`config.mk`:
```
export PLATFORM = sky130hd
export DESIGN_NAME = spi_master_xfer_flat
export DESIGN_NICKNAME = d
export VERILOG_FILES = /design/src/rtl/spi_master_xfer_if.sv /design/src/rtl/spi_master_xfer.sv /design/src/flat_wrapper.sv
export SDC_FILE = /design/constraint.sdc
export NUM_CORES = 1
export LEC_CHECK = 0
export ABC_AREA = 1
export CAP_MARGIN = 40
export CORE_ASPECT_RATIO = 0.7
export CORE_UTILIZATION = 50
export DETAILED_ROUTE_END_ITERATION = 8
export PLACE_DENSITY_LB_ADDON = 0.12
export SYNTH_ARGS = -nofsm -noshare
export SYNTH_HDL_FRONTEND = slang
export SYNTH_SLANG_ARGS = --single-unit
```
`constraint.sdc`:
```
create_clock -name clk -period 5.3 [get_ports clk]
set_clock_uncertainty 0.1 [all_clocks]
set_input_delay 0.795 -clock clk [delete_from_list [all_inputs] [get_ports clk]]
set_output_delay 0.795 -clock clk [all_outputs]
set_load 0.03 [all_outputs]
```
`src/rtl/spi_master_xfer_if.sv`:
```
// Host-side control/status and SPI pin bundle for spi_master_xfer.
// The DUT uses the slave modport; the host/bench side uses master.
interface spi_master_xfer_if #(
    parameter int DATA_W = 8,
    parameter int DIV_W  = 8,
    parameter int NUM_CS = 1
);
    localparam int CS_W = (NUM_CS > 1) ? $clog2(NUM_CS) : 1;

    logic              start;
    logic [DATA_W-1:0] tx_data;
    logic [1:0]        mode;
    logic [DIV_W-1:0]  clk_div;
    logic [CS_W-1:0]   cs_sel;
    logic              cs_hold;
    logic              miso;
    logic              sck;
    logic              mosi;
    logic [NUM_CS-1:0] cs_n;
    logic              busy;
    logic              done;
    logic [DATA_W-1:0] rx_data;

    modport slave (
        input  start, tx_data, mode, clk_div, cs_sel, cs_hold, miso,
        output sck, mosi, cs_n, busy, done, rx_data
    );

    modport master (
        output start, tx_data, mode, clk_div, cs_sel, cs_hold, miso,
        input  sck, mosi, cs_n, busy, done, rx_data
    );
endinterface

```
`src/rtl/spi_master_xfer.sv`:
```
// Single-word SPI master: programmable SCK divider, all four modes,
// multiple chip selects with optional CS hold between transfers.
module spi_master_xfer #(
    parameter int DATA_W = 8,
    parameter int DIV_W  = 8,
    parameter int NUM_CS = 1
) (
    input logic clk,
    input logic reset,
    spi_master_xfer_if.slave bus
);
    localparam int CS_W = (NUM_CS > 1) ? $clog2(NUM_CS) : 1;
    localparam int EW   = $clog2(2 * DATA_W + 1);
    localparam logic [EW-1:0] LAST_E = EW'(2 * DATA_W - 1);
    localparam logic [EW-1:0] END_E  = EW'(2 * DATA_W);

    typedef enum logic [2:0] {IDLE, LEAD, XFER, TRAIL, DONE} state_t;

    state_t            r_state;
    logic [DIV_W-1:0]  r_div;
    logic [DIV_W-1:0]  r_cnt;
    logic [EW-1:0]     r_edge;
    logic [DATA_W-1:0] r_tx;
    logic [DATA_W-1:0] r_rx;
    logic [DATA_W-1:0] r_rx_data;
    logic              r_cpha;
    logic              r_hold;
    logic              r_sck;
    logic              r_mosi;
    logic              r_busy;
    logic              r_done;
    logic [NUM_CS-1:0] r_cs_n;

    logic w_tick;
    logic w_lead;
    logic w_smp;
    logic w_upd;
    logic w_fire;

    function automatic logic [NUM_CS-1:0] sel_n(input logic [CS_W-1:0] sel);
        logic [NUM_CS-1:0] m;
        m = '1;
        for (int i = 0; i < NUM_CS; i++) begin
            if (CS_W'(i) == sel) m[i] = 1'b0;
        end
        return m;
    endfunction

    // Edge j of the burst: even j is a leading edge, odd j a trailing edge.
    assign w_tick = (r_cnt == r_div);
    assign w_lead = ~r_edge[0];
    assign w_smp  = r_cpha ? ~w_lead : w_lead;
    assign w_upd  = r_cpha ? w_lead : (~w_lead && (r_edge != LAST_E));
    assign w_fire = w_tick && ((r_state == LEAD) ||
                    ((r_state == XFER) && (r_edge != END_E)));

    always_ff @(posedge clk or negedge reset) begin
        if (!reset) begin
            r_state   <= IDLE;
            r_div     <= '0;
            r_cnt     <= '0;
            r_edge    <= '0;
            r_tx      <= '0;
            r_rx      <= '0;
            r_rx_data <= '0;
            r_cpha    <= 1'b0;
            r_hold    <= 1'b0;
            r_sck     <= 1'b0;
            r_mosi    <= 1'b1;
            r_busy    <= 1'b0;
            r_done    <= 1'b0;
            r_cs_n    <= '1;
        end else begin
            unique case (r_state)
                IDLE: begin
                    if (bus.start) begin
                        r_state <= LEAD;
                        r_busy  <= 1'b1;
                        r_div   <= bus.clk_div;
                        r_cnt   <= '0;
                        r_edge  <= '0;
                        r_cpha  <= bus.mode[0];
                        r_hold  <= bus.cs_hold;
                        r_sck   <= bus.mode[1];
                        r_cs_n  <= sel_n(bus.cs_sel);
                        r_mosi  <= bus.mode[0] ? 1'b1 : bus.tx_data[DATA_W-1];
                        r_tx    <= bus.mode[0] ? bus.tx_data : (bus.tx_data << 1);
                    end
                end
                LEAD: begin
                    r_cnt <= w_tick ? '0 : r_cnt + 1'b1;
                    if (w_tick) r_state <= XFER;
                end
                XFER: begin
                    r_cnt <= w_tick ? '0 : r_cnt + 1'b1;
                    if (w_tick && (r_edge == END_E)) r_state <= TRAIL;
                end
                TRAIL: begin
                    r_cnt <= w_tick ? '0 : r_cnt + 1'b1;
                    if (w_tick) begin
                        r_state   <= DONE;
                        r_done    <= 1'b1;
                        r_rx_data <= r_rx;
                        r_mosi    <= 1'b1;
                        if (!r_hold) r_cs_n <= '1;
                    end
                end
                DONE: begin
                    r_state <= IDLE;
                    r_busy  <= 1'b0;
                    r_done  <= 1'b0;
                end
                default: r_state <= IDLE;
            endcase

            if (w_fire) begin
                r_sck  <= ~r_sck;
                r_edge <= r_edge + 1'b1;
                if (w_smp) r_rx <= {r_rx[DATA_W-2:0], bus.miso};
                if (w_upd) begin
                    r_mosi <= r_tx[DATA_W-1];
                    r_tx   <= {r_tx[DATA_W-2:0], 1'b0};
                end
            end
        end
    end

    assign bus.sck     = r_sck;
    assign bus.mosi    = r_mosi;
    assign bus.cs_n    = r_cs_n;
    assign bus.busy    = r_busy;
    assign bus.done    = r_done;
    assign bus.rx_data = r_rx_data;
endmodule

```
`src/flat_wrapper.sv`:
```
// flat-port wrapper written by rule: the top's interface ports become plain ports
module spi_master_xfer_flat 
#(
    parameter int DATA_W = 8,
    parameter int DIV_W  = 8,
    parameter int NUM_CS = 1
)
  (clk, reset, bus_start, bus_tx_data, bus_mode, bus_clk_div, bus_cs_sel, bus_cs_hold, bus_miso, bus_sck, bus_mosi, bus_cs_n, bus_busy, bus_done, bus_rx_data);
  spi_master_xfer_if #(.DATA_W(DATA_W), .DIV_W(DIV_W), .NUM_CS(NUM_CS)) bus_i ();
  input logic clk;
  input logic reset;
  input wire logic [$bits(bus_i.start)-1:0] bus_start;
  input wire logic [$bits(bus_i.tx_data)-1:0] bus_tx_data;
  input wire logic [$bits(bus_i.mode)-1:0] bus_mode;
  input wire logic [$bits(bus_i.clk_div)-1:0] bus_clk_div;
  input wire logic [$bits(bus_i.cs_sel)-1:0] bus_cs_sel;
  input wire logic [$bits(bus_i.cs_hold)-1:0] bus_cs_hold;
  input wire logic [$bits(bus_i.miso)-1:0] bus_miso;
  output wire logic [$bits(bus_i.sck)-1:0] bus_sck;
  output wire logic [$bits(bus_i.mosi)-1:0] bus_mosi;
  output wire logic [$bits(bus_i.cs_n)-1:0] bus_cs_n;
  output wire logic [$bits(bus_i.busy)-1:0] bus_busy;
  output wire logic [$bits(bus_i.done)-1:0] bus_done;
  output wire logic [$bits(bus_i.rx_data)-1:0] bus_rx_data;
  assign bus_i.start = bus_start;
  assign bus_i.tx_data = bus_tx_data;
  assign bus_i.mode = bus_mode;
  assign bus_i.clk_div = bus_clk_div;
  assign bus_i.cs_sel = bus_cs_sel;
  assign bus_i.cs_hold = bus_cs_hold;
  assign bus_i.miso = bus_miso;
  assign bus_sck = bus_i.sck;
  assign bus_mosi = bus_i.mosi;
  assign bus_cs_n = bus_i.cs_n;
  assign bus_busy = bus_i.busy;
  assign bus_done = bus_i.done;
  assign bus_rx_data = bus_i.rx_data;
  spi_master_xfer #(.DATA_W(DATA_W), .DIV_W(DIV_W), .NUM_CS(NUM_CS)) u_core (.clk(clk), .reset(reset), .bus(bus_i));
endmodule
```
==> qor.yml <==
floorplan:
  start_util_pct: 52.5
  die_area_um2: 5890
  io-pin-count: 37
  die_w_um: 91.3
  core_um2: 5310
  core.rowCount: 22
  die_y_um: 64.5
timing:
  slew_headroom_pct: 53.7
  fin_crit_ns: 2.41
  rsz0062_at_grt: "no"
  finalCritPeriodShare_pct: 45.4
  worst_pin_slew_ns: 0.695
  tns_ns: 0
  timing.final.max_slew_violations: 0
  hold_viol: 0
  setup-violations-final: 0
  fmaxAchievable_ghz: 0.416
critical_path:
  r2r_start: "u_core.r_edge[0]"
  critPathMaxStageDelay_ns: 0.66
  rrSetupSlack_ns: 3.40
  critPathArrivalTime_ns: 1.51
  r2r-end: "u_core.r_tx[1]"
  crit_buf_inv: 1
  path_max_fanout: 2
  required_ns: 4.41
  slowest_stage: "clkdlybuf4s50_1"
  worstSetupPathType: "reg -> out"
  start_kind: "register"
  crit_family: "buffers and inverters"
  reg2reg_depth: 8
  crit_path_end_kind: "primary output"
  crit_chain: "clkdlybuf4s50_1"
route:
  vias: 2094
  dr.pass1.iters: 4
  routed_wl_um: 5010
  routedWlPerCell_um: 11.3
  drt_iter0_markers: 125
  remaining_drc_errors: 0
  ant_nets: 0
  vias_per_cell: 4.72
final_layout:
  n_antenna_cell: 0
  most-common-layout-cells: "nand2_1, dfrtp_1, inv_1"
  final_common_cell: "nand2_1"
  final_nets: 400
  drive_gt1_share_pct: 9.41
  n_fill_cell: 476
  area_growth_pct: 18.2
synthesis:
  synth_seq_cells: 55
  netlist_area_um2: 2790
  yosysSeqAreaShare_pct: 49.4
  synth_nets: 363
  synth_area_per_cell_um2: 8.33
  yosys_warnings: 0
  syn_inst: 335
  synth_cell_types: 29
placed_design:
  dpl.hpwl_um: 3570
  gp_congestion: 0.796
  port_buffers: 36
grt:
  antenna_found_initial: 0
  grt_max_degree: 56
  grt_pass1_wl_um: 9020
  grt_pass1_vias: 1944
  grtUsageTotal_pct: 19.5
  overflow: 0
worst_hold_path:
  hold_path.class: "reg -> reg"
  whs_path_depth: 2
  worstHoldStart: "u_core.r_rx[0]"
  whs_endpoint: "u_core.r_rx[0]"
cts:
  cts_tree: "yes"
  clkTransAtPathRegs_ns: 0.09
  cts_resized: 0
  insertion_delay_ns: 0.31
  cts_root_buffer: "clkbuf_8"
  cts.sinks: 55
  numCtsBuffers: 5
  cts_max_path_buffers: 2
  ctsHoldBuffers: 0
  cts_setup_buffers: 0
  h-tree-depth: 2
power:
  power.density_nw_per_um2: 472
  leakagePower_nw: 1.59
  total_power_mw: 1.56
  ir_drop_uv: 210
flow_run:
  cap_viol_max_count: 0
outcome:
  status: "finished, final reports clean"
area by class of cell:
cell class                      count  area [um^2]  area share (%)
Clock buffer                        5         68.8            2.09
Clock inverter                      2         37.5            1.14
Inverter                           45          169            5.12
Multi-Input combinational cell    228         1190            36.1
Sequential cell                    55         1380            41.8
Tap cell                           72         90.1            2.73
Timing Repair Buffer               37          363            11.0
Yosys cell counts:
library cell	count	area share [%]
dfstp_2	2	1.9
a21oi_1	4	0.72
mux2i_1	7	2.5
a21boi_0	1	0.27
nor2_1	16	2.2
o21ai_0	35	6.3
o21ai_1	5	0.90
xor2_1	4	1.3
clkbuf_1	1	0.13
nor3_1	1	0.18
nand3_1	13	2.3
o21a_1	6	1.6
nand3b_4	1	0.72
nand2_4	2	0.81
nand4_2	1	0.45
nand3_2	1	0.36
nand2_1	107	14
xnor2_1	4	1.3
nor2_4	2	0.81
inv_2	4	0.54
nand2_2	4	0.90
inv_1	41	5.5
buf_6	3	1.2
nand4_1	1	0.22
o21ai_2	8	2.5
nor2_2	1	0.22
buf_2	3	0.54
ha_1	4	1.8
dfrtp_1	53	48
routing by layer:
layer	up-vias	wire length, um	track usage [%]
met5	-	0	0
met4	0	52	5.36
met3	5	137	3.99
met2	26	2070	29.1
met1	932	2750	29.0
li1	1131	-	-
state kept, by name, summed over array words and instances, names as in the netlist:
register and flops:
u_core.r_hold 1, u_core.r_rx 8, u_core.bus.cs_n 1, u_core.r_div 8
u_core.r_edge 5, u_core.bus.mosi 1, u_core.bus.busy 1, u_core.r_tx 8
u_core.r_cnt 8, u_core.bus.sck 1, u_core.bus.done 1, u_core.r_cpha 1
u_core.r_state 3, u_core.bus.rx_data 8
worst min-delay path: cells and delay by family (launching register included):
| kind | cells | cell delay [ns] |
|---|---|---|
| AOI/OAI and AO/OA | 1 | 0.05 |
| and+or+nand+nor | 1 | 0.06 |
| DFF | 1 | 0.35 |
kinds of logic after synthesis:
group | share of synthesized area (%)
buffers and inverters | 7.94
XOR/XNOR | 2.51
adder cells (fa/ha/maj) | 1.79
AND/OR/NAND/NOR | 23.5
multiplexers | 2.51
flip-flops | 49.4
AO/OA/AOI/OAI | 12.3
power breakdown:
| group | total (mW) | leakage (nW) | switching, mW | internal [mW] |
|---|---|---|---|---|
| clock | 0.272 | 0.0502 | 0.133 | 0.138 |
| sequential | 0.636 | 0.711 | 0.0862 | 0.550 |
| combinational | 0.648 | 0.832 | 0.404 | 0.243 |
| total | 1.56 | 1.59 | 0.624 | 0.932 |
how the worst max path moves through the flow:
stage	from	to	slack (ns)	cells after the start
detailed placement	bus_start	u_core.bus.mosi	2.92	7
global route	u_core.bus.cs_n	bus_cs_n	2.84	1
global placement	bus_start	u_core.bus.mosi	2.96	7
CTS	u_core.bus.mosi	bus_mosi	2.88	1
floorplan	bus_mode[0]	u_core.r_tx[4]	3.56	4
finish	u_core.bus.mosi	bus_mosi	2.89	1
per-stage QoR:
| step | cells | hold WS (ns) | util (%) | setup WS (ns) | cell area [um^2] |
|---|---|---|---|---|---|
| after detailed placement | 437 | 0.369 | 60.1 | 2.92 | 3190 |
| after CTS | 444 | 0.393 | 62.1 | 2.88 | 3300 |
| final | 444 | 0.389 | 62.1 | 2.89 | 3300 |
| after floorplan | 335 | 0.349 | - | 3.56 | 2790 |
| after global placement | 437 | 0.365 | 60.1 | 2.96 | 3190 |
| after global routing | 444 | 0.412 | 62.1 | 2.84 | 3300 |
Note: power is estimated with default switching activity, not from simulation.
